$ cat config.mk
export PLATFORM = sky130hd
export DESIGN_NAME = tmds_stage_2
export DESIGN_NICKNAME = d
export VERILOG_FILES = /design/src/rtl/tmds_pkg.sv /design/src/rtl/tmds_terc4.sv /design/src/rtl/tmds_stage_2.sv
export SDC_FILE = /design/constraint.sdc
export NUM_CORES = 1
export LEC_CHECK = 0
export CORE_AREA = 2 2 60 62
export CTS_CLUSTER_DIAMETER = 120
export DETAILED_ROUTE_END_ITERATION = 10
export DIE_AREA = 0 0 62 64
export GPL_ROUTABILITY_DRIVEN = 0
export HOLD_SLACK_MARGIN = 0.06
export PLACE_DENSITY = 0.77
export SLEW_MARGIN = 20
export SYNTH_ARGS = -nofsm -noshare
export SYNTH_HDL_FRONTEND = slang
export SYNTH_SLANG_ARGS = --single-unit
$ cat constraint.sdc
create_clock -name clk -period 10.82 [get_ports clk]
set_clock_uncertainty 0.15 [all_clocks]
set_input_delay 3.246 -clock clk [delete_from_list [all_inputs] [get_ports clk]]
set_output_delay 3.246 -clock clk [all_outputs]
set_load 0.01 [all_outputs]
$ cat src/rtl/tmds_pkg.sv
// Shared TMDS constants: symbol-class codes, control tokens, guard bands and the
// TERC4 table, all stored in tmds[9:0] order (bit 0 leaves the serialiser first).
package tmds_pkg;

  localparam int DISP_W = 5;

  localparam logic [2:0] MODE_CTRL   = 3'd0;
  localparam logic [2:0] MODE_VIDEO  = 3'd1;
  localparam logic [2:0] MODE_VGUARD = 3'd2;
  localparam logic [2:0] MODE_DGUARD = 3'd3;
  localparam logic [2:0] MODE_TERC4  = 3'd4;

  // Indexed by {C1,C0}; each entry is the transmit string bit-reversed.
  localparam logic [3:0][9:0] CTRL_TOKEN = {
    10'b1010101011,   // 11
    10'b0101010100,   // 10
    10'b0010101011,   // 01
    10'b1101010100    // 00
  };

  localparam logic [9:0] VGUARD_0_2 = 10'b0011001101;
  localparam logic [9:0] VGUARD_1   = 10'b1100110010;
  localparam logic [9:0] DGUARD_1_2 = 10'b1100110010;

  localparam logic [15:0][9:0] TERC4_LUT = {
    10'b1100001101,   // 15
    10'b1100011010,   // 14
    10'b1000111001,   // 13
    10'b0111000101,   // 12
    10'b0110001101,   // 11
    10'b0011100110,   // 10
    10'b1001110010,   // 9
    10'b0011001101,   // 8
    10'b0011110010,   // 7
    10'b0111000110,   // 6
    10'b0111100010,   // 5
    10'b1000111010,   // 4
    10'b0100011101,   // 3
    10'b0010011101,   // 2
    10'b1100011001,   // 1
    10'b0011100101    // 0
  };

  // Ones minus zeros of an 8-bit word, range -8..+8.
  function automatic logic signed [DISP_W-1:0] disparity(input logic [7:0] b);
    logic [3:0]        n1;
    logic [DISP_W-1:0] two_n1;
    n1 = '0;
    for (int i = 0; i < 8; i++) n1 = n1 + 4'(b[i]);
    two_n1 = {n1, 1'b0};
    return $signed(two_n1 - 5'd8);
  endfunction

endpackage

$ cat src/rtl/tmds_terc4.sv
// TERC4 data-island lookup: one 4-bit nibble to one 10-bit symbol, purely combinational.
module tmds_terc4
  import tmds_pkg::*;
(
  input  logic [3:0] nibble,
  output logic [9:0] sym
);

  assign sym = TERC4_LUT[nibble];

endmodule

$ cat src/rtl/tmds_stage_2.sv
// DC-balancing back half of a TMDS channel encoder with a fixed two-stage pipeline.
// Define TMDS_DATA_ISLAND_EN to enable the TERC4 / data-guard path.
module tmds_stage_2
  import tmds_pkg::*;
#(
  parameter int CHANNEL = 0
) (
  input  logic       clk,
  input  logic       rst_n,
  input  logic [2:0] mode,
  input  logic [8:0] q_m,
  input  logic [1:0] ctrl,
  input  logic [3:0] aux_d,
  output logic [9:0] tmds
);

  localparam logic [9:0] VGUARD_SYM = (CHANNEL == 1) ? VGUARD_1 : VGUARD_0_2;

  logic [2:0]               mode_a;
  logic [8:0]               q_m_a;
  logic [1:0]               ctrl_a;
  logic signed [DISP_W-1:0] d_a;
  logic signed [DISP_W-1:0] cnt;
  logic signed [DISP_W-1:0] cnt_nxt;
  logic signed [DISP_W-1:0] two_q8;
  logic signed [DISP_W-1:0] two_nq8;
  logic [9:0]               sym;

  // Stage A: register the inputs and pre-compute the word disparity.
  // NOTE: reset is synchronous, so only the clock edge appears in the sensitivity list.
  always_ff @(posedge clk) begin
    if (!rst_n) begin
      // NOTE: non-blocking assignments keep every register sampling pre-edge values.
      mode_a <= MODE_CTRL;
      ctrl_a <= 2'b00;
      q_m_a  <= '0;
      d_a    <= '0;
    end else begin
      mode_a <= mode;
      ctrl_a <= ctrl;
      q_m_a  <= q_m;
      d_a    <= disparity(q_m[7:0]);
    end
  end

`ifdef TMDS_DATA_ISLAND_EN
  logic [3:0] aux_a;
  logic [9:0] terc4_sym;

  always_ff @(posedge clk) begin
    if (!rst_n) aux_a <= '0;
    else        aux_a <= aux_d;
  end

  tmds_terc4 u_terc4 (
    .nibble (aux_a),
    .sym    (terc4_sym)
  );
`else
  logic unused_aux;
  assign unused_aux = ^aux_d;
`endif

  assign two_q8  = {3'b000, q_m_a[8], 1'b0};
  assign two_nq8 = {3'b000, ~q_m_a[8], 1'b0};

  // Stage B symbol select; any non-VIDEO symbol clears the running disparity.
  always_comb begin
    // NOTE: defaults first so every path assigns every output and no latch is inferred.
    sym     = CTRL_TOKEN[ctrl_a];
    cnt_nxt = '0;
    case (mode_a)
      MODE_VIDEO: begin
        if (cnt == '0 || d_a == '0) begin
          sym     = {~q_m_a[8], q_m_a[8], q_m_a[8] ? q_m_a[7:0] : ~q_m_a[7:0]};
          cnt_nxt = q_m_a[8] ? cnt + d_a : cnt - d_a;
        end else if (cnt[DISP_W-1] == d_a[DISP_W-1]) begin
          // Same sign: invert the data to pull the running disparity back toward zero.
          sym     = {1'b1, q_m_a[8], ~q_m_a[7:0]};
          cnt_nxt = cnt + two_q8 - d_a;
        end else begin
          sym     = {1'b0, q_m_a[8], q_m_a[7:0]};
          cnt_nxt = cnt - two_nq8 + d_a;
        end
      end
      MODE_VGUARD: sym = VGUARD_SYM;
`ifdef TMDS_DATA_ISLAND_EN
      MODE_DGUARD: sym = (CHANNEL == 0) ? terc4_sym : DGUARD_1_2;
      MODE_TERC4:  sym = terc4_sym;
`else
      MODE_DGUARD, MODE_TERC4: sym = CTRL_TOKEN[ctrl_a];
`endif
      default: sym = CTRL_TOKEN[ctrl_a];
    endcase
  end

  always_ff @(posedge clk) begin
    if (!rst_n) begin
      tmds <= CTRL_TOKEN[2'b00];
      cnt  <= '0;
    end else begin
      tmds <= sym;
      cnt  <= cnt_nxt;
    end
  end

endmodule
Word level (Yosys, flattened, before mapping). Cells that the tools add are included. Widths: inputs -> output; s select.

Reductions and logical operators: 4. Bitwise operators: 2. Add/subtract/negate cells: 14. Equality and inequality tests: 3. Mux-type cells: 9. Order comparisons: 1.

Operator list (count): $mux 10 (3); $bmux 10 s2 (1); $pmux 10 s2 (1); $add 4x1->4 (4); $mux 5 (3); $add 5x5->5 (2); $logic_not 5->1 (2); $sub 5x5->5 (2); $mux 8 (1); $not 8->8 (1); $add 5x3->5 (1); $sub 5x3->5 (1); $sub 5x4->5 const B (1); $add 3x1->4 (1); $add 2x1->3 (1); $eq 3x1->1 const B (1); $eq 3x2->1 const B (1); $lt 2x3->1 const B (1); $add 1x1->2 (1); $reduce_and 2->1 (1); $eq 1x1->1 (1); $logic_or 1x1->1 (1); $not 1->1 (1).

Input port bits: 20. Output and inout bits: 10. Register bits after elaboration: 34.

Depth between registers and ports, before layout.
Depth after elaboration: 8. Depth in mapped cells: 10. Mapped depth without buffers: 10.

Least setup slack after synthesis. OpenSTA, ideal clock, no wires.

Kind: input to register. Start point: in q_m[0]. End point: reg d_a[3]. Arrival: 5.683 ns. Path slack: 4.872 ns. Stages: 10. Path through: inv_1 > fa_1 > fa_1 > fa_1 > inv_1 > ha_1 > inv_1 > fa_1 > xor2_1 > and2_1.

Cells in the longest elaborated chain, start to end: 8.

RTL lines: from (decl) (RTL line tmds_stage_2.sv:11) `input logic [8:0] q_m,`; $add 1x1->2 (RTL line tmds_pkg.sv:49) `for (int i = 0; i < 8; i++) n1 = n1 + 4'(b[i]);`; $add 2x1->3 (RTL line tmds_pkg.sv:49); $add 3x1->4 (RTL line tmds_pkg.sv:49); $add 4x1->4 (4 in a row) (RTL line tmds_pkg.sv:49); $sub 5x4->5 (RTL line tmds_pkg.sv:51) `return $signed(two_n1 - 5'd8);`; to (signal assigned) (RTL line tmds_stage_2.sv:42) `d_a <= disparity(q_m[7:0]);`; to (decl) (RTL line tmds_stage_2.sv:22) `logic signed [DISP_W-1:0] d_a;`.

Every way passes these cells. A chain may end at the register's enable or synchronous reset.

Worst setup path after layout. Same ends and word-level chain as after synthesis.

==> key figures <==
Synth
  • Top cells by count, synth: dfxtp_1, inv_1, and2_1, ha_1, xnor2_1
  • Most frequent cell after synthesis: dfxtp_1
  • Top cells by area, synth: dfxtp_1, ha_1, fa_1, xnor2_1, inv_1
  • Register area share after synthesis: 35.8%
  • Count of different cell masters after synthesis: 29
  • Mapped Cells: 189
  • Post-synth top area cell: dfxtp_1
  • Yosys warns: 0
  • Synth Area per Inst: 9.46 um^2
  • Post-Syn Nets: 235
  • Number of synthesized register bits: 32
  • EDFF count, synth: 0
  • Yosys top cell area share: 35.8%
  • Syn Std Cell Area: 0.00179 mm^2
  • Commonest register cell after synthesis: dfxtp_1
  • Fraction of registers with async set/reset: 0%

Layout
  • Fill count: 270
  • Share of layout cells above drive strength 1: 4.13%
  • Multi-input logic area: 0.00102 mm^2
  • Fin nets: 263
  • Sequential standard cell area: 641 um^2
  • Area growth from synthesis to layout: 19.9%
  • N_diodes: 0

Detailed routing
  • Routed via count: 1304
  • Routed WL: 3290 um
  • WL/cell: 12.4 um
  • Drt first pass iters: 4
  • Antenna viol nets, final: 0
  • Drt drc: 0
  • Initial DRC Count: 51
  • Via density per instance: 4.94

Timing
  • Sum of negative setup slack: 0 ns
  • Unrepaired setup endpoints after global routing: no
  • Slew @ Worst Pin: 0.943 ns
  • Final setup viols: 0
  • Slew Limit Fails: 0
  • Final hold vios: 0
  • Final worst path period need: 6.22 ns
  • Fmax: 161 MHz
  • Crit share post-route: 57.5%
  • Slew headroom: 37.1%

Pwr
  • PD cells: 165 mW/mm^2
  • Peak VDD IR: 0.000110 V
  • Leakage: 0.951 nW
  • Power Total: 0.000354 W

Critical path
  • WP data required: 10.90 ns
  • WS Path Type: in -> reg
  • Crit path max-delay family: adder cells
  • Reg-to-Reg Start: d_a[1]
  • CP startpoint kind: primary input
  • Critical Path End Type: flop
  • CP most frequent cell: fa_1
  • CP max stage cell: fa_1
  • CP arrival: 6.30 ns
  • Critical path origin: q_m[0]
  • Worst-path fanout max: 2
  • Crit-path cells: clkdlybuf4s50_1 -> inv_1 -> fa_1 -> fa_1 -> fa_1 -> inv_1 -> ha_1 -> inv_1 -> fa_1 -> xor2_1 -> and2_1
  • Largest stage delay on the critical path: 0.55 ns
  • Worst path buffer plus inverter count: 4

CTS
  • CTS H-tree depth: 2
  • CTS clk-pin slew, worst paths: 0.10 ns
  • Clk_lat worst skew: 0.34 ns
  • # Post-CTS Setup Buffers: 0
  • CTS tree: built
  • CTS root buf: clkbuf_4
  • CTS Buf Count: 5
  • Cts hold-fix bufs: 0
  • Clock Sink Count: 32
  • Clk buf depth: 2
  • Cts repair resizes: 0

Floorplan
  • Core Region: 0.00328 mm^2
  • Full die area: 0.00397 mm^2
  • Initial Util: 54.4%
  • I/O pin count: 30
  • Die span in y: 64 um
  • Die width: 62 um
  • Num rows: 21

Global routing
  • Vias in the first global route: 1340
  • Initial antenna violation count: 0
  • Grt ovf: 0
  • First-pass GRT wire length: 5730 um
  • Largest net degree at the start of global routing: 27
  • Global Route Usage Sum: 19.2%

Place
  • Post-DP HPWL: 2610 um
  • Buffers on Ports: 25

Min path
  • Hold crit path type: reg -> reg
  • Hold path start: q_m_a[0]

Run status
  • Status: finished, final reports clean

Job
  • Max-Cap Viols: 0
-- flip-flops by register name, summed over array words and instances, names as in the netlist --
signal  count
q_m_a       9
d_a         4
tmds       10
cnt         4
ctrl_a      2
mode_a      3
-- cell families after synthesis --
| group | Yosys count | synth area share [%] |
|---|---|---|
| adders and majority gates | 26 | 22.0 |
| muxes | 3 | 2.45 |
| xor gates and xnor gates | 20 | 9.80 |
| AOI/OAI and AO/OA | 27 | 9.45 |
| DFF | 32 | 35.8 |
| and+or+nand+nor | 48 | 13.6 |
| buffers and inverters | 33 | 6.93 |
-- power by group --
part	switching [W]	internal (W)	total [W]
Combinational	0.0000767	0.0000686	0.000145
Clock	0.0000403	0.0000318	0.0000721
Sequential	0.00000780	0.000129	0.000137
Total	0.000125	0.000229	0.000354
-- metal layers --
metal	wire [um]	track usage (%)	up-vias
met5	0	0	-
met4	53	6.38	0
met3	149	5.47	5
met2	1620	31.5	36
met1	1460	23.7	602
li1	-	-	661
-- path summary, 6_finish.rpt --
path / endpoint / slack (ns) / depth (start not counted)
setup / recovery: d_a[3] / 4.60 / 11
hold / removal: tmds[0] / 0.39 / 2
setup reg to reg: tmds[4] / 8.10 / 6
hold reg to reg: tmds[0] / 0.39 / 2
-- area by class of cell --
| cell class | count | area share, % |
|---|---|---|
| clock inverter | 1 | 0.350 |
| timing repair buffer | 25 | 11.7 |
| sequential | 32 | 29.9 |
| clock buffer | 7 | 2.57 |
| multi-input combinational | 124 | 47.8 |
| tap | 46 | 2.69 |
| inverter | 29 | 5.08 |
-- placed cells by master, fill, tap and decap left out, types with 2 or more instances in the layout --
cell	instances
clkbuf_4	5
a311oi_1	2
nand2_1	9
a21oi_1	8
inv_1	29
a31oi_1	2
xnor2_1	15
clkdlybuf4s50_1	25
nand3_1	3
xor2_1	5
o221ai_1	2
a21o_1	2
o21ai_0	7
fa_1	9
nor2_1	14
and2_1	17
dfxtp_1	32
ha_1	17
-- metrics by stage --
| step | area, um^2 | std cells | hold WS (ns) | setup WS, ns | utilization, % |
|---|---|---|---|---|---|
| global placement | 2080 | 256 | 0.373 | 4.32 | 63.4 |
| global route | 2140 | 264 | 0.418 | 4.47 | 65.3 |
| floorplan | 1790 | 189 | 0.354 | 4.87 | - |
| detailed placement | 2080 | 256 | 0.376 | 4.25 | 63.4 |
| CTS | 2140 | 264 | 0.394 | 4.61 | 65.3 |
| finish | 2140 | 264 | 0.390 | 4.60 | 65.3 |
-- worst reg2reg max path: stages, from the launching register on --
cell and delay (ns):
dfxtp_1 0.44, inv_1 0.13, ha_1 0.23, a21oi_1 0.73, mux2i_4 0.57, xnor2_1 0.17
o221ai_1 0.14
No activity file was read; power rests on OpenSTA's default activity.
